File: config.mk
export PLATFORM = sky130hd
export DESIGN_NAME = button_event_decoder_flat
export DESIGN_NICKNAME = d
export VERILOG_FILES = /design/src/rtl/button_event_decoder_if.sv /design/src/rtl/button_event_decoder.sv /design/src/flat_wrapper.sv
export SDC_FILE = /design/constraint.sdc
export NUM_CORES = 1
export LEC_CHECK = 0
export ABC_AREA = 1
export CORE_UTILIZATION = 35
export DETAILED_ROUTE_END_ITERATION = 6
export GPL_ROUTABILITY_DRIVEN = 0
export GPL_TIMING_DRIVEN = 0
export SETUP_SLACK_MARGIN = 0.05
export SKIP_LAST_GASP = 1
export SLEW_MARGIN = 10
export SYNTH_ARGS = -nofsm -noshare
export SYNTH_HDL_FRONTEND = slang
export SYNTH_SLANG_ARGS = --single-unit
File: constraint.sdc
create_clock -name clk -period 2.1 [get_ports clk]
set_input_delay 0.315 -clock clk [delete_from_list [all_inputs] [get_ports clk]]
set_output_delay 0.315 -clock clk [all_outputs]
set_load 0.005 [all_outputs]
File: src/rtl/button_event_decoder_if.sv
// Button bus between the raw push-button pins and the time-set logic.
// The decoder is the slave: it receives the raw active-low buttons and
// returns the debounced level plus one-cycle event pulses per channel.
interface button_event_decoder_if #(
  parameter int NBTN = 2
);
  logic [NBTN-1:0] btn_n;          // raw asynchronous buttons, active-low
  logic [NBTN-1:0] pressed;        // debounced level, 1 = held
  logic [NBTN-1:0] press_pulse;    // one cycle on debounced press
  logic [NBTN-1:0] release_pulse;  // one cycle on debounced release
  logic [NBTN-1:0] short_pulse;    // one cycle on release of a hold that never went long
  logic [NBTN-1:0] long_pulse;     // one cycle when the hold reaches the long threshold
  logic [NBTN-1:0] repeat_pulse;   // periodic while held after long_pulse

  modport master (
    output btn_n,
    input  pressed, press_pulse, release_pulse, short_pulse, long_pulse, repeat_pulse
  );

  modport slave (
    input  btn_n,
    output pressed, press_pulse, release_pulse, short_pulse, long_pulse, repeat_pulse
  );
endinterface

File: src/rtl/button_event_decoder.sv
// Push-button front end for the clock: per channel, a 2-flop synchroniser,
// a consecutive-sample debouncer and a small FSM that turns the debounced
// level into press / release / short / long / auto-repeat one-cycle events.
// Channels are fully independent and share only clk and rst_n.
module button_event_decoder #(
  parameter int NBTN            = 2,
  parameter int DEBOUNCE_CYCLES = 655,
  parameter int LONG_CYCLES     = 32768,
  parameter int REPEAT_CYCLES   = 8192
) (
  input  logic                  clk,
  input  logic                  rst_n,
  button_event_decoder_if.slave bus
);

  localparam int DB_W     = $clog2(DEBOUNCE_CYCLES + 1);
  localparam int HOLD_MAX = (LONG_CYCLES > REPEAT_CYCLES) ? LONG_CYCLES : REPEAT_CYCLES;
  localparam int HOLD_W   = $clog2(HOLD_MAX + 1);

  localparam logic [DB_W-1:0]   DB_LAST     = DB_W'(DEBOUNCE_CYCLES - 1);
  localparam logic [HOLD_W-1:0] LONG_LAST   = HOLD_W'(LONG_CYCLES - 1);
  localparam logic [HOLD_W-1:0] REPEAT_LAST = HOLD_W'(REPEAT_CYCLES - 1);

  typedef enum logic [1:0] {
    IDLE   = 2'd0,
    HELD   = 2'd1,
    REPEAT = 2'd2
  } state_e;

  logic [NBTN-1:0] pressed_w;
  logic [NBTN-1:0] press_w;
  logic [NBTN-1:0] release_w;
  logic [NBTN-1:0] short_w;
  logic [NBTN-1:0] long_w;
  logic [NBTN-1:0] repeat_w;

  for (genvar ch = 0; ch < NBTN; ch++) begin : g_ch
    logic              sync1_q;
    logic              sync2_q;
    logic [DB_W-1:0]   db_cnt_q, db_cnt_d;
    logic              accept;      // debounced level flips on this edge
    state_e            state_q, state_d;
    logic [HOLD_W-1:0] hold_q, hold_d;
    logic              pressed_q, pressed_d;
    logic              press_q, press_d;
    logic              release_q, release_d;
    logic              short_q, short_d;
    logic              long_q, long_d;
    logic              repeat_q, repeat_d;

    // Debounce: count consecutive synchronised samples that disagree with the
    // accepted level; the level flips on the edge the run reaches its length.
    // NOTE: every signal driven here gets a default first, so no path leaves
    // it unassigned and no latch is inferred.
    always_comb begin
      db_cnt_d = '0;
      accept   = 1'b0;
      if (~sync2_q != pressed_q) begin
        if (db_cnt_q == DB_LAST) begin
          accept = 1'b1;
        end else begin
          db_cnt_d = db_cnt_q + 1'b1;
        end
      end
    end

    // Event FSM: a release accepted on the same edge as a long/repeat
    // threshold takes priority, so that edge yields only the release events.
    always_comb begin
      state_d   = state_q;
      hold_d    = hold_q;
      pressed_d = pressed_q;
      press_d   = 1'b0;
      release_d = 1'b0;
      short_d   = 1'b0;
      long_d    = 1'b0;
      repeat_d  = 1'b0;
      case (state_q)
        IDLE: begin
          if (accept) begin
            state_d   = HELD;
            pressed_d = 1'b1;
            press_d   = 1'b1;
            hold_d    = '0;
          end
        end
        HELD: begin
          if (accept) begin
            state_d   = IDLE;
            pressed_d = 1'b0;
            release_d = 1'b1;
            short_d   = 1'b1;
            hold_d    = '0;
          end else if (hold_q == LONG_LAST) begin
            state_d = REPEAT;
            long_d  = 1'b1;
            hold_d  = '0;
          end else begin
            hold_d = hold_q + 1'b1;
          end
        end
        REPEAT: begin
          if (accept) begin
            state_d   = IDLE;
            pressed_d = 1'b0;
            release_d = 1'b1;
            hold_d    = '0;
          end else if (hold_q == REPEAT_LAST) begin
            repeat_d = 1'b1;
            hold_d   = '0;
          end else begin
            hold_d = hold_q + 1'b1;
          end
        end
        default: begin
          state_d   = IDLE;
          pressed_d = 1'b0;
          hold_d    = '0;
        end
      endcase
    end

    // State, counters and registered outputs; synchronous active-low reset.
    // NOTE: state uses non-blocking assignments so every flop samples the
    // pre-edge values, independent of statement order.
    always_ff @(posedge clk) begin
      if (!rst_n) begin
        sync1_q   <= 1'b1;
        sync2_q   <= 1'b1;
        db_cnt_q  <= '0;
        state_q   <= IDLE;
        hold_q    <= '0;
        pressed_q <= 1'b0;
        press_q   <= 1'b0;
        release_q <= 1'b0;
        short_q   <= 1'b0;
        long_q    <= 1'b0;
        repeat_q  <= 1'b0;
      end else begin
        sync1_q   <= bus.btn_n[ch];
        sync2_q   <= sync1_q;
        db_cnt_q  <= db_cnt_d;
        state_q   <= state_d;
        hold_q    <= hold_d;
        pressed_q <= pressed_d;
        press_q   <= press_d;
        release_q <= release_d;
        short_q   <= short_d;
        long_q    <= long_d;
        repeat_q  <= repeat_d;
      end
    end

    assign pressed_w[ch] = pressed_q;
    assign press_w[ch]   = press_q;
    assign release_w[ch] = release_q;
    assign short_w[ch]   = short_q;
    assign long_w[ch]    = long_q;
    assign repeat_w[ch]  = repeat_q;
  end

  assign bus.pressed       = pressed_w;
  assign bus.press_pulse   = press_w;
  assign bus.release_pulse = release_w;
  assign bus.short_pulse   = short_w;
  assign bus.long_pulse    = long_w;
  assign bus.repeat_pulse  = repeat_w;

endmodule

File: src/flat_wrapper.sv
// flat-port wrapper written by rule: the top's interface ports become plain ports
module button_event_decoder_flat 
#(
  parameter int NBTN            = 2,
  parameter int DEBOUNCE_CYCLES = 655,
  parameter int LONG_CYCLES     = 32768,
  parameter int REPEAT_CYCLES   = 8192
)
  (clk, rst_n, bus_btn_n, bus_pressed, bus_press_pulse, bus_release_pulse, bus_short_pulse, bus_long_pulse, bus_repeat_pulse);
  button_event_decoder_if #(.NBTN(NBTN)) bus_i ();
  input  logic clk;
  input  logic rst_n;
  input wire logic [$bits(bus_i.btn_n)-1:0] bus_btn_n;
  output wire logic [$bits(bus_i.pressed)-1:0] bus_pressed;
  output wire logic [$bits(bus_i.press_pulse)-1:0] bus_press_pulse;
  output wire logic [$bits(bus_i.release_pulse)-1:0] bus_release_pulse;
  output wire logic [$bits(bus_i.short_pulse)-1:0] bus_short_pulse;
  output wire logic [$bits(bus_i.long_pulse)-1:0] bus_long_pulse;
  output wire logic [$bits(bus_i.repeat_pulse)-1:0] bus_repeat_pulse;
  assign bus_i.btn_n = bus_btn_n;
  assign bus_pressed = bus_i.pressed;
  assign bus_press_pulse = bus_i.press_pulse;
  assign bus_release_pulse = bus_i.release_pulse;
  assign bus_short_pulse = bus_i.short_pulse;
  assign bus_long_pulse = bus_i.long_pulse;
  assign bus_repeat_pulse = bus_i.repeat_pulse;
  button_event_decoder #(.NBTN(NBTN), .DEBOUNCE_CYCLES(DEBOUNCE_CYCLES), .LONG_CYCLES(LONG_CYCLES), .REPEAT_CYCLES(REPEAT_CYCLES)) u_core (.clk(clk), .rst_n(rst_n), .bus(bus_i));
endmodule
==> results of run 1 <==
==> worst paths after layout <==
path                                             endpoint  slack, ns                     start
worst max-delay path            u_core.g_ch[0].hold_q[13]       0.22  u_core.g_ch[0].hold_q[0]
worst min-delay path               u_core.g_ch[0].sync2_q       0.42    u_core.g_ch[0].sync1_q
worst max register to register  u_core.g_ch[0].hold_q[13]       0.22  u_core.g_ch[0].hold_q[0]
worst min register to register     u_core.g_ch[0].sync2_q       0.42    u_core.g_ch[0].sync1_q
==> through the flow <==
stage,std cells,area [µm²],setup WS (ns)
after global routing,691,4290,0.0664
after detailed placement,675,4040,0.0708
final,691,4290,0.221
after CTS,691,4290,0.201
after floorplan,524,3720,0.485
after global placement,675,4040,0.0443
==> layout by cell type (no fill, tap or decap), drive strengths merged <==
cell type / Yosys / routed
or2: 5 / 5
nor4: 3 / 3
o21a: 2 / 2
bufinv: 0 / 3
nor2: 88 / 88
nor3b: 3 / 3
clkinvlp: 0 / 1
nor3: 9 / 9
buf: 16 / 16
a31oi: 1 / 1
clkbuf: 2 / 11
clkinv: 0 / 3
xor2: 12 / 12
ha: 12 / 12
clkdlybuf4s50: 0 / 15
a21o: 1 / 1
o21bai: 4 / 4
a211oi: 2 / 2
o31ai: 1 / 1
nand3: 47 / 47
nand2: 120 / 120
nand4: 17 / 17
nor4b: 1 / 1
and3: 1 / 1
a21oi: 18 / 18
inv: 70 / 70
dfxtp: 72 / 72
o211ai: 1 / 1
o21ai: 12 / 12
xnor2: 4 / 4
==> power by group through the flow <==
stage | registers [µW] | clock network (µW) | logic (µW)
floorplan | 1470 | 0 | 522
finish | 1450 | 1330 | 677
detailed placement | 1480 | 0 | 676
global placement | 1480 | 0 | 670
global route | 1460 | 1420 | 764
CTS | 1450 | 1370 | 678
==> layout make-up <==
cell class / count / share of cell area [%]
buffer: 18 / 3.18
inverter: 70 / 6.13
timing repair buffer: 15 / 3.50
sequential: 72 / 33.6
clock buffer: 9 / 2.89
tap: 136 / 3.97
multi-input combinational: 364 / 43.9
clock inverter: 7 / 2.80
==> metal layers <==
layer  vias to the layer above  global-route usage (%)
met4                         0                    8.85
met1                      1433                    18.0
li1                       1711                       -
met5                         -                       0
met2                        51                    23.6
met3                        19                    2.25
==> state kept, by name, indices dropped and copies added (netlist names) <==
register               cells
u_core.g_ch.hold_q        32
u_core.g_ch.db_cnt_q      20
u_core.g_ch.state_q        4
u_core.g_ch.long_q         2
u_core.g_ch.press_q        2
u_core.g_ch.pressed_q      2
u_core.g_ch.release_q      2
u_core.g_ch.repeat_q       2
u_core.g_ch.short_q        2
u_core.g_ch.sync1_q        2
u_core.g_ch.sync2_q        2
==> kinds of logic after synthesis <==
| logic type | Yosys count | synth area share [%] |
|---|---|---|
| simple gates | 294 | 36.0 |
| fa+ha+maj | 12 | 4.03 |
| compound gates | 42 | 6.73 |
| flops | 72 | 38.7 |
| xor+xnor | 16 | 3.77 |
| buf+inv | 88 | 10.7 |
==> worst reg2reg max path: cells and delay by family (launching register included) <==
kind / cells / cell delay (ns)
AO/OA/AOI/OAI: 1 / 0.21
adder cells (fa/ha/maj): 1 / 0.22
buffers and inverters: 1 / 0.18
flip-flops: 1 / 0.37
AND/OR/NAND/NOR: 6 / 0.80
==> impl_metrics.py, run 1 <==
metrics = {
    "detailed_routing": {
        "wl_met3_um": 226,
        "vias": 3214,
        "firstDrtPassIters": 4,
        "wl_per_cell_um": 10.8,
        "wl_met2_um": 3300,
        "drt_wl_total_um": 7450,
        "drt_iter0_markers": 143,
        "detail-route-antenna-nets": 0,
        "top_layer": "met4",
        "vias_per_cell": 4.65,
        "drc": 0,
        "drt-met1-wl_um": 3700,
    },
    "pwr": {
        "p_int_uw": 2450,
        "p_leak_uw": 0.00173,
        "clock_power_share_pct": 38.5,
        "pwr-share-comb_pct": 19.6,
        "switchingPower_uw": 1010,
        "power.density_nw_per_um2": 807,
        "ir_drop_mv": 0.392,
        "p_seq_share_pct": 41.9,
        "p_sw_share_pct": 29.2,
        "p_total_uw": 3460,
    },
    "clock_network": {
        "cts_tree": "built",
        "root_buffer": "clkbuf_8",
        "cts_hold_buf": 0,
        "cts_setup_buffers": 0,
        "cts.clk_slew.worst_paths_ns": 0.08,
        "cts_made_buffers": 9,
        "cts.sinks": 72,
        "clk_path_buf_depth": 2,
        "h-tree-depth": 3,
        "cts-resized-gates": 0,
        "insertion_delay_ns": 0.36,
    },
    "floorplan": {
        "die_area_um2": 11000,
        "placeableCoreArea_um2": 10300,
        "die_w_um": 105,
        "die_y_um": 105,
        "start_util_pct": 36.0,
        "io_pins": 16,
        "num_rows": 37,
    },
    "cells_and_area": {
        "regArea_um2": 1440,
        "multiInputGateArea_um2": 1880,
        "layout-drive-gt1-share_pct": 9.91,
        "fin_util_pct": 41.5,
        "fin_nets": 566,
        "area_growth_pct": 15.2,
        "fill_cells": 1077,
        "antenna_cells": 0,
    },
    "logic_synthesis": {
        "synth_common_cells": "nand2_1 (115), nor2_1 (84), dfxtp_1 (72)",
        "synth-seq-area-share_pct": 38.7,
        "yosys_warnings": 0,
        "synth_cell_types": 36,
        "synthFlopType": "dfxtp_1",
        "syn_avg_cell_area_um2": 7.10,
        "synthArstFlopShare_pct": 0,
        "yosysTopAreaCellShare_pct": 38.7,
        "ys_seq_elements": 72,
        "yosysTopAreaCell": "dfxtp_1",
        "syn_area_um2": 3720,
        "synth_area_leaders": "dfxtp_1 (39%), nand2_1 (12%), nor2_1 (8.5%), inv_1 (7.0%), nand3_1 (5.9%)",
        "synthCells": 524,
        "synth.most_common_cell": "nand2_1",
        "synth_nets": 540,
        "synth-edff-count": 0,
    },
    "grt": {
        "gr-usage-all-layers_pct": 14.5,
        "grt_start_max_net_pins": 14,
        "grt_pass1_wl_um": 12900,
        "grt_pass1_vias": 3032,
        "grt_overflow_total": 0,
        "grt_antenna_before_repair": 0,
    },
    "setup_path": {
        "cp_common_cell": "nand3_2",
        "cp-end-kind": "flip-flop",
        "crit_chain": "ha_1 -> nand3_2 -> nor3_4 -> nand3_2 -> nand3_2 -> nand2_2 -> a21oi_4 -> buf_6 -> nor2_1",
        "critPathLaunchType": "flip-flop",
        "reg2regPathDepth": 9,
        "cpPeakStageDelay_ns": 0.37,
        "path_depth": 9,
        "crit_path_max_fanout": 10,
        "path_class": "flip-flop to flip-flop",
        "cp_top_family": "simple AND/OR/NAND/NOR gates",
        "worstPathArrival_ns": 2.12,
        "worst_path_max_delay_cell": "dfxtp_1",
        "path_buf_inv": 1,
        "cp.required_ns": 2.34,
    },
    "sta": {
        "setup_viol": 0,
        "clock.fmax_mhz": 532,
        "rsz0062_at_grt": "no",
        "worst_pin_slew_ns": 0.598,
        "drv_slew": 0,
        "finalCriticalPeriod_ns": 1.88,
        "fin_skew_ns": 0.0103,
        "tns_ns": 0,
        "period_share_pct": 89.5,
        "hold_violations": 0,
        "max-slew-margin-rel_pct": 60.2,
        "whs_ns": 0.417,
    },
    "worst_hold_path": {
        "min_delay_path_depth": 1,
        "min_path_type": "flip-flop to flip-flop",
    },
    "status": {
        "status": "finished, final reports clean",
    },
    "run": {
        "drv_cap": 0,
    },
    "placed_design": {
        "portBuffers": 15,
        "post-dp-hpwl_um": 5450,
    },
}
Note: power is estimated with default switching activity, not from simulation.
==> run 2: changes to the inputs <==
--- a/config.mk
+++ b/config.mk
@@ -6,6 +6,7 @@
 export NUM_CORES = 1
 export LEC_CHECK = 0
 export ABC_AREA = 1
+export CORE_MARGIN = 2
 export CORE_UTILIZATION = 35
 export DETAILED_ROUTE_END_ITERATION = 6
 export GPL_ROUTABILITY_DRIVEN = 0
==> run 2 against run 1 <==
  * Count of clock-buffer cells in the layout stayed put
  * Utilization hardly changed
  * Largest power group unchanged
  * Clock skew is 0.0026 ns higher
  * Register-to-register slack lost 0.04 ns
==> impl_metrics.py, run 2 (synthesized netlist as in run 1, its figures left out) <==
metrics = {
    "detailed_routing": {
        "firstDrtPassIters": 6,
        "drc": 0,
        "vias_per_cell": 4.55,
        "detail-route-antenna-nets": 0,
        "wl_per_cell_um": 10.4,
        "vias": 3152,
        "drt_wl_total_um": 7200,
        "drt_iter0_markers": 114,
    },
    "cells_and_area": {
        "layout_commonest_cell": "nand2_1",
        "largest_register_ffs": 32,
        "fin_nets": 568,
        "top_regs": "u_core.g_ch.hold_q: 32 flops, u_core.g_ch.db_cnt_q: 20 flops, u_core.g_ch.state_q: 4 flops",
        "regMostFlops": "u_core.g_ch.hold_q",
        "fill_cells": 1069,
        "antenna_cells": 0,
        "area_growth_pct": 15.2,
        "layout-drive-gt1-share_pct": 10.6,
        "layout_common_cells": "nand2_1 (115), nor2_1 (83), dfxtp_1 (72)",
    },
    "clock_network": {
        "cts_hold_buf": 0,
        "cts.clk_slew.worst_paths_ns": 0.08,
        "root_buffer": "clkbuf_8",
        "cts.sinks": 72,
        "cts_made_buffers": 9,
        "insertion_delay_ns": 0.35,
        "clk_path_buf_depth": 2,
        "h-tree-depth": 3,
        "cts_tree": "built",
    },
    "grt": {
        "grt_pass1_wl_um": 12700,
        "grt_antenna_before_repair": 0,
        "grt_use_met3_pct": 4.13,
        "globalRoute.busiestLayer": "met2",
        "grt_pass1_vias": 2939,
        "met2_usage_pct": 21.8,
        "grt_start_max_net_pins": 15,
        "grtUsageMet1_pct": 17.7,
        "grt_overflow_total": 0,
        "gr-usage-all-layers_pct": 13.9,
    },
    "setup_path": {
        "crit_path_max_fanout": 10,
        "worstPathArrival_ns": 2.15,
        "critPathLaunchType": "flip-flop",
        "path_class": "flip-flop to flip-flop",
        "reg2regPathDepth": 9,
        "r2r_setup_slack_ns": 0.18,
        "worst_path_max_delay_cell": "dfxtp_1",
        "cp.required_ns": 2.33,
        "cp_top_family": "simple AND/OR/NAND/NOR gates",
        "cp-end-kind": "flip-flop",
        "cpPeakStageDelay_ns": 0.40,
        "path_buf_inv": 1,
        "crit-reg2reg-launch": "u_core.g_ch[0].hold_q[0]",
        "crit_chain": "ha_2 -> nand3_2 -> nor3_4 -> nand3_2 -> nand3_2 -> nand2_2 -> a21oi_4 -> buf_6 -> nor2_1",
        "cp_common_cell": "nand3_2",
        "worstReg2RegEnd": "u_core.g_ch[0].hold_q[13]",
    },
    "pwr": {
        "power.density_nw_per_um2": 786,
        "p_int_uw": 2340,
        "switchingPower_uw": 1030,
        "p_seq_share_pct": 43.1,
        "pwr-share-comb_pct": 20.3,
        "p_leak_uw": 0.00173,
        "p_sw_share_pct": 30.5,
        "ir_drop_mv": 0.349,
        "clock_power_share_pct": 36.6,
    },
    "sta": {
        "fin_skew_ns": 0.0129,
        "max-slew-margin-rel_pct": 66.7,
        "worst_pin_slew_ns": 0.498,
        "rsz0062_at_grt": "yes",
        "hold_violations": 0,
        "fin_ws_ns": 0.185,
        "tns_ns": 0,
        "period_share_pct": 91.2,
        "finalCriticalPeriod_ns": 1.92,
        "setup_viol": 0,
        "drv_slew": 0,
        "clock.fmax_mhz": 522,
    },
    "placed_design": {
        "post-dp-hpwl_um": 5380,
        "portBuffers": 15,
        "place_ws_ns": 0.118,
    },
    "worst_hold_path": {
        "min_delay_path_depth": 1,
        "min_path_type": "flip-flop to flip-flop",
        "worstHoldStart": "u_core.g_ch[1].sync1_q",
        "whs_endpoint": "u_core.g_ch[1].sync2_q",
    },
    "floorplan": {
        "die_y_um": 107,
        "placeableCoreArea_um2": 10300,
        "die_w_um": 107,
        "die_area_um2": 11500,
        "num_rows": 37,
        "io_pins": 16,
        "start_util_pct": 36.0,
    },
    "run": {
        "drv_cap": 0,
    },
    "status": {
        "status": "finished, final reports clean",
    },
}
[run 2: changes by cell type in the layout (fill, tap and decap cells not counted)]
| cell | before | now |
|---|---|---|
| clkinv_2 | 1 | 0 |
| ha_2 | 0 | 1 |
| ha_1 | 12 | 11 |
| buf_4 | 12 | 14 |
| clkinv_4 | 2 | 0 |
| clkinvlp_4 | 1 | 2 |
| inv_6 | 0 | 3 |
| nor2_1 | 84 | 83 |
| bufinv_16 | 3 | 2 |
| nor2_2 | 4 | 5 |
[run 2: through the flow]
stage	area [µm²]	total power, µW	hold WS [ns]	instances	utilization, %
final	4290	3370	0.416	693	41.5
after global routing	4290	3590	0.426	693	41.5
after CTS	4270	3420	0.417	691	41.3
after detailed placement	4040	2170	0.398	675	39.1
after global placement	4040	2160	0.399	675	39.1
after floorplan	3720	1990	0.393	524	-
[run 2: power by group through the flow]
| stage | logic, µW | clock network, µW | registers, µW |
|---|---|---|---|
| 2_1_floorplan | 522 | 0 | 1470 |
| 3_3_place_gp | 678 | 0 | 1480 |
| 3_5_place_dp | 686 | 0 | 1480 |
| 4_1_cts | 689 | 1280 | 1450 |
| 5_1_grt | 777 | 1360 | 1460 |
| 6_report | 684 | 1230 | 1450 |
[run 2: how the worst max path moves through the flow]
stage                                       endpoint                     start  slack [ns]  cells past startpoint
after floorplan            u_core.g_ch[0].hold_q[13]  u_core.g_ch[0].hold_q[0]        0.49                      9
after global placement    u_core.g_ch[1].db_cnt_q[9]                     rst_n        0.12                      6
after detailed placement  u_core.g_ch[1].db_cnt_q[9]                     rst_n        0.12                      6
after CTS                  u_core.g_ch[0].hold_q[13]  u_core.g_ch[0].hold_q[0]        0.17                      9
after global routing       u_core.g_ch[0].hold_q[13]  u_core.g_ch[0].hold_q[0]        0.05                      9
final                      u_core.g_ch[0].hold_q[13]  u_core.g_ch[0].hold_q[0]        0.18                      9
[run 2: final cells by class]
class / instances / area, µm² / area share (%)
inverters: 70 / 263 / 6.13
clock inverters: 7 / 101 / 2.36
plain buffers: 18 / 136 / 3.18
clock buffers: 9 / 124 / 2.89
flip-flops and latches: 72 / 1440 / 33.6
well taps: 136 / 170 / 3.97
multi-input cells: 364 / 1890 / 44.0
repair buffers: 17 / 165 / 3.85
[run 2: timing repair]
| item | 4_1_cts | 5_1_grt |
|---|---|---|
| endpoints found under the setup margin | 0 | 17 |
| setup buffers | 0 | 2 |
| gates resized for setup | 0 | 2 |
[run 2: per-layer routing]
metal	part of all wire (%)	vias up
met2	45	50
met1	51	1382
met5	0	-
met4	1.4	0
met3	3.5	10
li1	-	1710
==> run 3: changes to the inputs <==
--- a/config.mk
+++ b/config.mk
@@ -11,6 +11,7 @@
 export DETAILED_ROUTE_END_ITERATION = 6
 export GPL_ROUTABILITY_DRIVEN = 0
 export GPL_TIMING_DRIVEN = 0
+export REMOVE_ABC_BUFFERS = 1
 export SETUP_SLACK_MARGIN = 0.05
 export SKIP_LAST_GASP = 1
 export SLEW_MARGIN = 10
==> run 3 against run 2 <==
  * Register-to-register slack gained 0.07 ns
  * Critical path depth unchanged
  * Design area fell by 2.8%
  * First-iteration DRC count grew 2.6%
  * Count of clock-buffer cells in the layout up 5
  * Clock power shrank 9.8%
==> impl_metrics.py, run 3 (synthesized netlist as in run 1, its figures left out) <==
metrics = {
    "sta": {
        "max-slew-margin-rel_pct": 54.0,
        "finalCriticalPeriod_ns": 1.84,
        "rsz0062_at_grt": "no",
        "drv_slew": 0,
        "tns_ns": 0,
        "fin_skew_ns": 0.00696,
        "worst_pin_slew_ns": 0.691,
        "period_share_pct": 87.8,
        "hold_violations": 0,
        "setup_viol": 0,
        "clock.fmax_mhz": 542,
    },
    "clock_network": {
        "h-tree-depth": 3,
        "cts.sinks": 72,
        "clk_path_buf_depth": 2,
        "insertion_delay_ns": 0.35,
        "cts.clk_slew.worst_paths_ns": 0.07,
        "cts_tree": "built",
        "root_buffer": "clkbuf_8",
        "cts_made_buffers": 9,
        "cts_hold_buf": 0,
    },
    "placed_design": {
        "placedCellCount": 657,
        "portBuffers": 15,
        "post-dp-hpwl_um": 5060,
    },
    "setup_path": {
        "worstPathArrival_ns": 2.09,
        "crit_path_max_fanout": 15,
        "cp-end-kind": "flip-flop",
        "reg2regPathDepth": 9,
        "crit_chain": "ha_1 -> nand3_2 -> nor3_4 -> nand3_2 -> nand3_2 -> nand2_2 -> a21oi_4 -> buf_12 -> nor2_1",
        "cpPeakStageDelay_ns": 0.38,
        "cp_common_cell": "nand3_2",
        "path_class": "flip-flop to flip-flop",
        "critPathLaunchType": "flip-flop",
        "cp.required_ns": 2.35,
        "worst_path_max_delay_cell": "dfxtp_1",
    },
    "detailed_routing": {
        "drc": 0,
        "wl_per_cell_um": 10.3,
        "detail-route-antenna-nets": 0,
        "drt_iter0_markers": 117,
        "drt_wl_total_um": 6980,
        "vias_per_cell": 4.66,
        "firstDrtPassIters": 6,
        "vias": 3162,
    },
    "cells_and_area": {
        "fin_nets": 553,
        "fill_cells": 1065,
        "antenna_cells": 0,
        "final_cells": 678,
        "area_growth_pct": 11.9,
        "layout-drive-gt1-share_pct": 7.93,
        "multiInputGateArea_um2": 1890,
        "regArea_um2": 1440,
        "layout_common_cells": "nand2_1 (115), nor2_1 (83), dfxtp_1 (72)",
        "top_regs": "u_core.g_ch.hold_q: 32 flops, u_core.g_ch.db_cnt_q: 20 flops, u_core.g_ch.state_q: 4 flops",
        "regMostFlops": "u_core.g_ch.hold_q",
        "layout_commonest_cell": "nand2_1",
        "largest_register_ffs": 32,
    },
    "floorplan": {
        "die_w_um": 107,
        "die_y_um": 107,
        "placeableCoreArea_um2": 10300,
        "die_area_um2": 11500,
        "start_util_pct": 36.0,
        "io_pins": 16,
        "num_rows": 37,
    },
    "pwr": {
        "p_leak_uw": 0.00165,
        "ir_drop_mv": 0.463,
        "power.density_nw_per_um2": 770,
    },
    "worst_hold_path": {
        "min_delay_path_depth": 1,
        "min_path_type": "flip-flop to flip-flop",
    },
    "grt": {
        "gr-usage-all-layers_pct": 13.0,
        "grt_pass1_vias": 2871,
        "grt_overflow_total": 0,
        "grt_pass1_wl_um": 12100,
        "grt_antenna_before_repair": 0,
        "grt_start_max_net_pins": 24,
    },
    "run": {
        "drv_cap": 0,
    },
    "status": {
        "status": "finished, final reports clean",
    },
}
## run 3: worst paths after layout
| path | slack (ns) | start | endpoint |
|---|---|---|---|
| worst min-delay path | 0.41 | u_core.g_ch[1].sync1_q | u_core.g_ch[1].sync2_q |
| worst min register to register | 0.41 | u_core.g_ch[1].sync1_q | u_core.g_ch[1].sync2_q |
| worst max register to register | 0.26 | u_core.g_ch[0].hold_q[0] | u_core.g_ch[0].hold_q[8] |
| worst max-delay path | 0.26 | u_core.g_ch[0].hold_q[0] | u_core.g_ch[0].hold_q[8] |
## run 3: cell type report
cell class / instances / share of cell area (%)
multi-input combinational: 364 / 45.3
sequential: 72 / 34.6
inverter: 70 / 6.40
timing repair buffer: 20 / 4.78
tap: 136 / 4.09
clock buffer: 14 / 3.91
clock inverter: 2 / 0.901
## run 3: where the power goes
part           internal [µW]  total, µW  switching, µW  leakage (µW)
sequential              1410       1450           36.3      0.000581
combinational            229        650            421      0.000967
clock                    615       1110            494     0.0000969
## run 3: timing repair
| item | 4_1_cts | 5_1_grt |
|---|---|---|
| pin swaps | 0 | 0 |
| endpoints found under the setup margin | 19 | 26 |
| gates resized for setup | 2 | 2 |
| setup buffers | 0 | 5 |
## run 3: metal layers
metal | track usage (%) | up-vias | share of wire [%]
met3 | 2.80 | 11 | 3.4
met1 | 16.3 | 1423 | 49
li1 | - | 1685 | -
met2 | 21.2 | 43 | 46
met4 | 5.75 | 0 | 1.4
met5 | 0 | - | 0
## run 3: through the flow
step / area, µm² / util, % / worst slack (ns) / hold WS, ns / total power (µW)
after floorplan: 3580 / - / 0.354 / 0.393 / 1920
after global placement: 3910 / 37.8 / -0.493 / 0.394 / 2050
after detailed placement: 3910 / 37.8 / -0.481 / 0.400 / 2070
after CTS: 4110 / 39.8 / 0.114 / 0.418 / 3200
after global routing: 4170 / 40.3 / 0.0628 / 0.421 / 3390
final: 4170 / 40.3 / 0.257 / 0.414 / 3210
## run 3: critical path: cells and delay by family (launching register included)
| kind | cells | cell delay (ns) |
|---|---|---|
| compound gates | 1 | 0.15 |
| fa+ha+maj | 1 | 0.24 |
| flops | 1 | 0.38 |
| simple gates | 6 | 0.82 |
| buf+inv | 1 | 0.15 |
